<file path="config.mk">
export PLATFORM = sky130hd
export DESIGN_NAME = eth_tm_report
export DESIGN_NICKNAME = d
export VERILOG_FILES = /design/src/rtl/eth_tm_report_pkg.sv /design/src/rtl/eth_tm_report.sv
export SDC_FILE = /design/constraint.sdc
export NUM_CORES = 1
export LEC_CHECK = 0
export CAP_MARGIN = 20
export CORE_MARGIN = 2
export CORE_UTILIZATION = 35
export CTS_CLUSTER_DIAMETER = 60
export DETAILED_ROUTE_END_ITERATION = 10
export PLACE_DENSITY_LB_ADDON = 0.15
export SLEW_MARGIN = 20
export SYNTH_ARGS = -nofsm -noshare
export SYNTH_HDL_FRONTEND = slang
export SYNTH_SLANG_ARGS = --single-unit
</file>
<file path="constraint.sdc">
create_clock -name clk -period 14.8 [get_ports clk]
set_input_delay 2.96 -clock clk [delete_from_list [all_inputs] [get_ports clk]]
set_output_delay 2.96 -clock clk [all_outputs]
set_load 0.05 [all_outputs]
</file>
<file path="src/rtl/eth_tm_report_pkg.sv">
// Shared Ethernet ring/pipe types, packet ids and the TM report FSM state types.
package eth_tm_report_pkg;

  localparam int TMO_W   = 16;
  localparam int RETRY_W = 8;

  localparam logic [7:0] TMPID           = 8'h5A;
  localparam logic [7:0] rptPacketType   = 8'h21;
  localparam logic [7:0] ackPacketType   = 8'h22;
  localparam logic [7:0] nackPacketType  = 8'h23;

  typedef enum logic [1:0] {rx_none, rx_start, rx_data, rx_end} eth_rx_stype_type;
  typedef enum logic [2:0] {tx_none, tx_start_empty, tx_start, tx_data, tx_end} eth_tx_stype_type;

  // Header fields are meaningful on start beats, data on data/end beats.
  typedef struct packed {
    logic [7:0]  pid;
    logic [7:0]  ptype;
    logic [15:0] seqnum;
    logic [31:0] data;
  } eth_msg_type;

  typedef struct packed {
    eth_rx_stype_type stype;
    eth_msg_type      msg;
  } eth_rx_pipe_data_type;

  typedef struct packed {
    eth_tx_stype_type stype;
    eth_msg_type      msg;
  } eth_tx_ring_data_type;

  typedef enum logic [2:0] {
    rp_idle, rp_wait_token, rp_send_data, rp_wait_ack, rp_check_ack
  } eth_tm_report_state_type;

  typedef struct packed {
    eth_tm_report_state_type st;
    logic [15:0]             seqnum;
    logic [15:0]             tmpseq;
    logic [RETRY_W-1:0]      retry;
    logic [TMO_W-1:0]        tmo;
    logic [31:0]             payload;
    logic                    is_ack;
    logic                    busy;
    logic                    done;
    logic                    err;
    eth_tx_ring_data_type    tx_out;
    eth_rx_pipe_data_type    rx_out;
  } eth_tm_report_reg_type;

  function automatic logic [15:0] ldsts_big_endian(input logic [15:0] v);
    return {v[7:0], v[15:8]};
  endfunction

endpackage

</file>
<file path="src/rtl/eth_tm_report.sv">
// Sends one TM report on the tx ring and waits for a matching ack; retransmits on
// nack, bad CRC or timeout, and gives up after MAX_RETRY retransmissions.
module eth_tm_report
  import eth_tm_report_pkg::*;
#(
  parameter int         TIMEOUT_CYCLES = 4096,
  parameter int         MAX_RETRY      = 7,
  parameter logic [7:0] RPT_PID        = TMPID
) (
  input  logic                 clk,
  input  logic                 reset,
  input  eth_rx_pipe_data_type rx_pipe_in,
  output eth_rx_pipe_data_type rx_pipe_out,
  input  eth_tx_ring_data_type tx_ring_in,
  output eth_tx_ring_data_type tx_ring_out,
  input  logic                 rpt_req,
  input  logic [31:0]          rpt_data,
  output logic                 busy,
  output logic                 done,
  output logic                 err
);

  localparam logic [TMO_W-1:0]   TMO_LAST  = TMO_W'(TIMEOUT_CYCLES - 1);
  localparam logic [RETRY_W-1:0] RETRY_LIM = RETRY_W'(MAX_RETRY);

  eth_tm_report_reg_type r_q, r_d;
  logic ack_hit, timed_out, retry_now;

  always_comb begin
    r_d           = r_q;
    r_d.done      = 1'b0;
    r_d.err       = 1'b0;
    r_d.rx_out    = rx_pipe_in;
    r_d.tx_out    = tx_ring_in;
    retry_now     = 1'b0;
    timed_out     = (r_q.tmo >= TMO_LAST);
    ack_hit       = (rx_pipe_in.stype == rx_start) &&
                    (rx_pipe_in.msg.pid == RPT_PID) &&
                    ((rx_pipe_in.msg.ptype == ackPacketType) ||
                     (rx_pipe_in.msg.ptype == nackPacketType)) &&
                    (ldsts_big_endian(rx_pipe_in.msg.seqnum) == r_q.tmpseq);

    // Timeout counter saturates so a stalled link never wraps back below the limit.
    if ((r_q.st == rp_wait_ack || r_q.st == rp_check_ack) && r_q.tmo != '1)
      r_d.tmo = r_q.tmo + 1'b1;

    unique case (r_q.st)
      rp_idle: begin
        if (rpt_req) begin
          r_d.payload = rpt_data;
          r_d.tmpseq  = r_q.seqnum + 16'd1;
          r_d.retry   = '0;
          r_d.busy    = 1'b1;
          r_d.st      = rp_wait_token;
        end
      end
      rp_wait_token: begin
        if (tx_ring_in.stype == tx_start_empty) begin
          r_d.tx_out            = '0;
          r_d.tx_out.stype      = tx_start;
          r_d.tx_out.msg.pid    = RPT_PID;
          r_d.tx_out.msg.ptype  = rptPacketType;
          r_d.tx_out.msg.seqnum = ldsts_big_endian(r_q.tmpseq);
          r_d.st                = rp_send_data;
        end
      end
      rp_send_data: begin
        r_d.tx_out          = '0;
        r_d.tx_out.stype    = tx_data;
        r_d.tx_out.msg.data = r_q.payload;
        r_d.tmo             = '0;
        r_d.st              = rp_wait_ack;
        // Anything arriving in the slot we own means the ring is corrupt.
        if (tx_ring_in.stype != tx_none) begin
          r_d.err   = 1'b1;
          retry_now = 1'b1;
        end
      end
      rp_wait_ack: begin
        if (ack_hit) begin
          r_d.is_ack = (rx_pipe_in.msg.ptype == ackPacketType);
          r_d.st     = rp_check_ack;
        end else if (timed_out) begin
          retry_now = 1'b1;
        end
      end
      rp_check_ack: begin
        if (rx_pipe_in.stype == rx_end) begin
          if (!rx_pipe_in.msg.data[0] && r_q.is_ack) begin
            r_d.seqnum = r_q.tmpseq;
            r_d.done   = 1'b1;
            r_d.busy   = 1'b0;
            r_d.st     = rp_idle;
          end else begin
            retry_now = 1'b1;
          end
        end else if (timed_out) begin
          retry_now = 1'b1;
        end
      end
      default: r_d.st = rp_idle;
    endcase

    if (retry_now) begin
      r_d.retry = r_q.retry + 1'b1;
      if (r_q.retry < RETRY_LIM) begin
        r_d.st = rp_wait_token;
      end else begin
        r_d.err  = 1'b1;
        r_d.busy = 1'b0;
        r_d.st   = rp_idle;
      end
    end
  end

  always_ff @(posedge clk or posedge reset) begin
    if (reset) r_q <= '0;
    else       r_q <= r_d;
  end

  assign rx_pipe_out = r_q.rx_out;
  assign tx_ring_out = r_q.tx_out;
  assign busy        = r_q.busy;
  assign done        = r_q.done;
  assign err         = r_q.err;

endmodule

</file>
-- Word-level counts from Yosys, hierarchy flattened
Cells that the tools add are included.
- multiply operators: 0
- shifts and indexed selects: 0
- equality and inequality tests: 17
- muxes and demuxes: 31
- reductions and logical operators: 18
- $add $sub $neg: 3
- bitwise logic cells: 0
- div/mod/pow operators: 0
- order comparisons: 2
- operators by type and width (operator ; number):
    one-hot mux 67 bit (2 select lines) ; 1
    2-to-1 mux 67 bit ; 1
    2-to-1 mux 19 bit ; 2
    adder 16 x 1 -> 16 bit (second input constant) ; 2
    2-to-1 mux 16 bit ; 2
    2-to-1 mux 8 bit ; 3
    == test 16 bit ; 1
    == test 8 x 6 -> 1 bit (second input constant) ; 2
    >= comparator 16 x 12 -> 1 bit (second input constant) ; 1
    != test 16 bit (second input constant) ; 1
    one-hot mux 3 bit (5 select lines) ; 1
    2-to-1 mux 1 bit ; 13
    2-to-1 mux 3 bit ; 4
    != test 3 bit (second input constant) ; 3
    adder 8 x 1 -> 8 bit (second input constant) ; 1
    == test 8 x 7 -> 1 bit (second input constant) ; 1
    less-than comparator 8 x 3 -> 1 bit (second input constant) ; 1
    == test 3 x 1 -> 1 bit (second input constant) ; 2
    == test 3 x 2 -> 1 bit (second input constant) ; 2
    != test 3 x 2 -> 1 bit (second input constant) ; 2
    AND reduction 2 bit ; 3
    nonzero test 2 bit ; 3
    logical AND 1 bit ; 5
    AND reduction 5 bit ; 1
    11 further kinds ; 13
- bits in writable memories: 0
- output and inout bits: 136
- latch bits: 0
- input bits: 168
- bits in read-only memories: 0
- register bits after elaboration: 228
- memories: 0

-- Logic depth before layout (Yosys ltp)
Gate-level depths: netlist (run 1).
- word-level depth: 8
- mapped depth: 9

-- Worst setup path after synthesis (run 1)
Ideal clock, no wire load.
- path kind: in2reg
- from: in rx_pipe_in[52] in the netlist's numbering
- to: reg r_q[225] in the netlist's numbering
- arrival: 4.520 ns
- setup time: 0.079 ns
- stages on the path: 7
- slack: 10.201 ns
- data required time: 14.721 ns
- path through: nor4b_2 nand4_1 or4_4 o21ai_4 and2_4 buf_6 mux2i_1
- longest elaborated chain between the ends: 8
- elaborated cells on any way between the ends: 14
- those cells by class: eq/ne (7); mux (3); reduce/logical (4)
- ends and longest elaborated chain (element ; RTL line ; text):
    start, declared ; eth_tm_report.sv:12 ; input eth_rx_pipe_data_type rx_pipe_in,
    == test 8 x 6 -> 1 bit, on equally long branches ; eth_tm_report.sv:39, eth_tm_report.sv:40 ;
    logical OR 1 bit * ; eth_tm_report.sv:39 ; ((rx_pipe_in.msg.ptype == ackPacketType) ||
    logical AND 1 bit * ; eth_tm_report.sv:38 ; (rx_pipe_in.msg.pid == RPT_PID) &&
    logical AND 1 bit * ; eth_tm_report.sv:40 ; (rx_pipe_in.msg.ptype == nackPacketType)) &&
    2-to-1 mux 1 bit ; eth_tm_report.sv:80 ; if (ack_hit) begin
    one-hot mux 1 bit (3 select lines) ; eth_tm_report.sv:47 ; unique case (r_q.st)
    != test 3 bit (no line) / != test 3 x 2 -> 1 bit (equally long branches) ; -- ;
    AND reduction 5 bit (no line) ; -- ;
    end signal, assigned ; eth_tm_report.sv:118 ; else r_q <= r_d;
    end, declared ; eth_tm_report.sv:26 ; eth_tm_report_reg_type r_q, r_d;
Mark *: on every way between the ends. The rest lies on a longest branch, timed or not.
A chain may end at the register's enable or synchronous reset.

-- Worst setup path in the final report (run 1)
- from: in rx_pipe_in[59] in the netlist's numbering
- to: reg r_q[192] in the netlist's numbering
- longest elaborated chain between the ends: 8
- elaborated cells on any way between the ends: 10
- those cells by class: eq/ne (1); mux (3); reduce/logical (6)
- ends and longest elaborated chain (element ; RTL line ; text):
    == test 8 x 7 -> 1 bit * ; eth_tm_report.sv:38 ;
    logical AND 1 bit * ; eth_tm_report.sv:37 ; ack_hit = (rx_pipe_in.stype == rx_start) &&
    logical AND 1 bit * ; eth_tm_report.sv:38 ;
    logical AND 1 bit * ; eth_tm_report.sv:40 ;
    2-to-1 mux 1 bit * ; eth_tm_report.sv:80 ;
    one-hot mux 1 bit (3 select lines) * ; eth_tm_report.sv:47 ;
    nonzero test 2 bit (no line) ; -- ;
    AND reduction 2 bit (no line) ; -- ;
Marked as above.

==> metrics.txt, run 1 <==
initial antenna violation count 0; dpl cell area 12100 um^2; commonest non-fill, non-tap cell in the layout clkdlybuf4s50_1; Slew HR 42.5%; reg2reg start r_q[227]; Post-Synthesis Cells 936; Final nets 1278; Sw Ratio 33.1%; antenna viol nets, final 0; maximum clock insertion buffer count 3; Synthesized Nets 1107; critical path required time 15240 ps; maxcap violations 0; DRT Pass-1 Iters 4; # clock sinks 228; total track usage 17.3%; Die W 170 um; Slew @ Worst Pin 855 ps; clk slew on worst S/H paths 60 ps; drt drc 0; Synth Cell Area 9700 um^2; fmax 206 MHz; post-DP HPWL 17400 um; Critical Path Sink Type register; Clock Skew 9.82 ps; DR iter-0 viols 307; RSZ-0062 raised after global routing false; commonest non-fill, non-tap cells in the layout 303 x clkdlybuf4s50_1, 248 x nand2_1, 228 x dfrtp_1; final setup TNS 0 ps; Hold Violations, Final 0; Post-synth ARST share 100%; Pleak 5.79 nW; post-cts resize count 0; Distinct cells, synth 49; synth warn 0; row cnt 60; Crit Path Max Fanout 11; worst hold start r_q[167]; Tmin final 4850 ps; vias in the first global route 6810; filler instances 2487; EDFF count, synth 0; cts bufs inserted 27; Hold EP r_q[167]; post-CTS setup buffer count 0; die span in y 170 um; per-cell routed wire length 16.8 um; Final Cell Area 13100 um^2; ant diodes 0; sequential share of power 38.2%; final critical-path share of the clock period 32.8%; Die Area 29100 um^2; Worst Setup SP rx_pipe_in[59]; pwr/cell area 159 nW/um^2; outcome completed; area of the multi-input gates 2840 um^2; Top FF cell, synth dfrtp_1; cts hold-fix bufs 0; via count 6664; WS Path Type primary input to register; Reg-to-Reg End r_q[191]; WHS Path Cells 2; crit path launch type primary input; root buf cell clkbuf_16; H-Tree Depth 1; Max Slew Vio Count 0; drt total wl 25100 um; Avg Inst Size Synth 10.4 um^2; core area 27100 um^2; CTS tree done; Peak supply drop 0.0000767 V; FF/Latch Area 5710 um^2; min-delay worst type register to register; clock network fraction of design power 34.0%; Seq/Total Area, Yosys 58.8%; crit path DAT 5290 ps; via/cell ratio 4.45; I/O pin cnt 304; combinational share of power 27.9%; total power 2.09 mW; Sw Pwr 0.692 mW; count of final setup violators 0; first-pass GRT wire length 39400 um; Buffers on Ports 303; GP Congestion 0.730; register bit total from synthesis 228; internal power 1.40 mW; Starting Density 35.8%; share of cells above drive strength 1 7.73%; reg2reg path depth 6; reg2reg setup slack 12430 ps; grt total ovfl 0; worst skew pair latency 520 ps; area grow syn2layout 35.3%; largest net degree at the start of global routing 102
-- worst max-delay path by stage --
stage | endpoint | slack, ps | cells after the start
after floorplan | busy | 5590 | 1
after global placement | tx_ring_out[18] | 8950 | 4
after detailed placement | r_q[157] | 8890 | 4
after CTS | tx_ring_out[18] | 9460 | 4
after global routing | tx_ring_out[12] | 9580 | 4
final | r_q[192] | 9950 | 7
-- per-stage QoR --
| stage | utilization, % | hold WS (ps) | cells | worst slack [ps] |
|---|---|---|---|---|
| finish | 48.4 | 474 | 1498 | 9950 |
| global route | 48.4 | 495 | 1498 | 9580 |
| CTS | 48.4 | 476 | 1497 | 9460 |
| detailed placement | 44.8 | 462 | 1449 | 8890 |
| global placement | 44.8 | 459 | 1449 | 8950 |
| floorplan | - | 446 | 936 | 5590 |
-- registers in the layout (all words and copies together) (netlist names) --
name,flops
tx_ring_out,67
done,1
r_q,92
err,1
rx_pipe_out,66
busy,1
-- cell type report --
cell class	count	share of cell area, %
clock buffer	42	6.42
clock inverter	6	0.991
inverter	9	0.315
multi-input combinational	530	21.6
sequential	228	43.5
tap	372	3.55
timing repair buffer	311	23.6
-- critical path, stage by stage --
cell and delay (ps):
clkdlybuf4s50_1 470, nor4bb_1 380, nand4_1 160, or4_4 590
o21ai_4 240, and2_4 280, mux2i_1 210
-- cells by family (layout without fill, tap and decap cells) --
kind of cell    after synthesis  after routing  share of synthesized area [%]
compound gates               85             85                           5.29
mux                          20             20                           2.24
flops                       228            228                           58.8
fa+ha+maj                     3              3                          0.387
xor+xnor                     42             42                           3.79
simple gates                380            380                           17.3
buf+inv                     178            368                           12.1
-- synthesized netlist by cell type (2+ instances only) --
library cell  count  share of area, %
mux2_2           14               1.6
o21ai_0          48               2.5
xnor2_1          26               2.3
a31o_1            5              0.45
nand4_1          11              0.71
nor3b_1           2              0.15
o31ai_1           4              0.31
and3_1           14              0.90
nor4_1            4              0.26
and2_1            2              0.13
a22oi_1           5              0.39
nor2_1           39               1.5
or2_2             5              0.32
ha_1              3              0.39
nand2_1         248               9.6
nand4_2           2              0.26
a21o_1            2              0.15
nand2b_1          2              0.13
buf_4           133                10
dfrtp_1         228                59
mux2i_1           6              0.62
a21oi_1          12              0.62
clkbuf_1         34               1.3
inv_1             9              0.35
or4_4             2              0.23
nor3_1            4              0.21
and4_1            2              0.18
nand3_1          28               1.4
xor2_1           16               1.4
or3_1             7              0.45
-- per-layer routing --
layer  wire (um)  up-vias  track usage [%]
met2       12700      154             29.9
met3        1180       30             3.16
li1            -     3254                -
met1       10700     3226             22.5
met4         463        0             4.35
met5           0        -                0
-- power by group through the flow --
stage | Clock, mW | Combinational [mW] | Sequential (mW)
after global routing | 0.760 | 0.630 | 0.812
after global placement | 0 | 0.584 | 0.806
after detailed placement | 0 | 0.588 | 0.808
final | 0.709 | 0.582 | 0.798
after CTS | 0.729 | 0.591 | 0.798
after floorplan | 0 | 0.455 | 0.793
Note: power is estimated with default switching activity, not from simulation.
==> run 2, diff against run 1 <==
==> constraint.sdc (replaced) <==
create_clock -name clk -period 5.1 [get_ports clk]
set_input_delay 1.02 -clock clk [delete_from_list [all_inputs] [get_ports clk]]
set_output_delay 1.02 -clock clk [all_outputs]
set_load 0.05 [all_outputs]
==> metrics.txt, run 2 (synthesized netlist as in run 1, its figures left out) <==
crit path launch type primary input; min-delay worst type register to register; Final Cell Area 13100 um^2 (-0.25%); via/cell ratio 4.51 (+1.3%); post-cts resize count 0 (unchanged); ant diodes 0 (unchanged); maximum clock insertion buffer count 3 (unchanged); DR iter-0 viols 377 (+23%); Tmin final 2870 ps; post-CTS setup buffer count 0 (unchanged); core area 27100 um^2 (unchanged); end-of-flow core utilization 48.3% (-0.12 points); Final nets 1280 (+0.16%); per-cell routed wire length 16.8 um (+0.22%); dpl cell area 12200 um^2 (+0.40%); commonest non-fill, non-tap cell in the layout clkdlybuf4s50_1; Peak supply drop 0.000248 V (+220%); outcome completed; Hold Violations, Final 0 (unchanged); initial antenna violation count 0 (unchanged); worst skew pair latency 540 ps (+20 ps); WS Path Type primary input to register; fmax 349 MHz; clk slew on worst S/H paths 60 ps (about the same); crit path DAT 3320 ps (-1970 ps); pwr/cell area 453 nW/um^2 (+180%); cts hold-fix bufs 0 (unchanged); largest net degree at the start of global routing 100 (-2.0%); area of the multi-input gates 2840 um^2 (unchanged); commonest non-fill, non-tap cells in the layout 303 x clkdlybuf4s50_1, 248 x nand2_1, 228 x dfrtp_1; drt drc 0 (unchanged); Final WS setup 2230 ps (-7720 ps); row cnt 60 (unchanged); Pleak 5.76 nW (-0.56%); Slew @ Worst Pin 1020 ps (+166 ps); max reg flops 92 (unchanged); critical path required time 5550 ps (-9690 ps); DRT Pass-1 Iters 4 (unchanged); Clock Skew 14.9 ps (+5.07 ps); antenna viol nets, final 0 (unchanged); count of final setup violators 0 (unchanged); Max Slew Vio Count 0 (unchanged); CTS tree done; grt total ovfl 0 (unchanged); RSZ-0062 raised after global routing false; area grow syn2layout 35.0%; Slew HR 31.9% (-11 points); maxcap violations 0 (unchanged); final setup TNS 0 ps (unchanged); GP Congestion 0.771 (+5.6%); Top reg by flops r_q; drt total wl 25200 um (+0.42%); die span in y 170 um (unchanged); filler instances 2521 (+1.4%); count of non-filler cells in the finished layout 1501 (+0.20%); H-Tree Depth 1 (unchanged); root buf cell clkbuf_16; placed insts 1451 (+0.14%); vias in the first global route 6822 (+0.18%); via count 6763 (+1.5%); Starting Density 35.8% (unchanged); cts bufs inserted 28 (+3.7%); post-DP HPWL 17700 um (+1.3%); Post-Place Setup Slack 1690 ps (-7210 ps); Buffers on Ports 303 (unchanged); final critical-path share of the clock period 56.3%; Die W 170 um (unchanged); I/O pin cnt 304 (unchanged); Die Area 29100 um^2 (unchanged); Crit Path Max Fanout 11 (unchanged); total track usage 17.3% (+0.032 points); FF/Latch Area 5710 um^2 (unchanged); # clock sinks 228 (unchanged); Critical Path Sink Type register; first-pass GRT wire length 39300 um (-0.35%); share of cells above drive strength 1 7.62% (-0.11 points); reg2reg setup slack 2670 ps (-9760 ps)
[run 2: changes by cell type in the layout (fill, tap and decap cells not counted), sizes merged]
| cell | change |
|---|---|
| bufinv | -3 |
| inv | +1 |
| clkinv | +1 |
| clkinvlp | +4 |
| clkbuf | -1 |
| buf | +1 |
[run 2: stage by stage]
step | power [mW] | hold slack (ps)
after floorplan | 3.62 | 446
after global placement | 4.05 | 459
after detailed placement | 4.07 | 462
after CTS | 6.03 | 474
after global routing | 6.25 | 495
final | 5.94 | 470
[run 2: routing by layer]
| metal | up-vias | part of all wire [%] | global-route usage, % |
|---|---|---|---|
| met5 | - | 0 | 0 |
| met4 | 0 | 2.9 | 5.46 |
| met3 | 43 | 4.3 | 3.07 |
| met2 | 160 | 51 | 29.6 |
| met1 | 3296 | 42 | 22.4 |
| li1 | 3264 | - | - |
[run 2: area by class of cell]
class,count,area share (%)
Tap cell,372,3.55
Inverter,9,0.287
Timing Repair Buffer,312,24.0
Clock buffer,41,6.27
Sequential cell,228,43.6
Clock inverter,9,0.650
Multi-Input combinational cell,530,21.7
[run 2: power breakdown]
group	switching, mW	internal [mW]
combinational	1.10	0.599
sequential	0.179	2.14
clock	0.761	1.16
total	2.04	3.90
[run 2: critical path, stage by stage]
cell and delay [ps]:
clkdlybuf4s50_1 470, nor4bb_1 330, nand4_1 180, or4_4 590
o21ai_4 230, and2_4 280, mux2i_1 210
[run 2: final timing paths]
| kind | from | endpoint | depth (start not counted) |
|---|---|---|---|
| worst max-delay path | rx_pipe_in[59] | r_q[186] | 7 |
| min in group asynchronous | reset | rx_pipe_out[29] | 2 |
| max in group asynchronous | reset | r_q[165] | 3 |
| worst max register to register | r_q[227] | r_q[187] | 7 |
| worst min register to register | r_q[165] | r_q[165] | 2 |
| worst min-delay path | r_q[165] | r_q[165] | 2 |
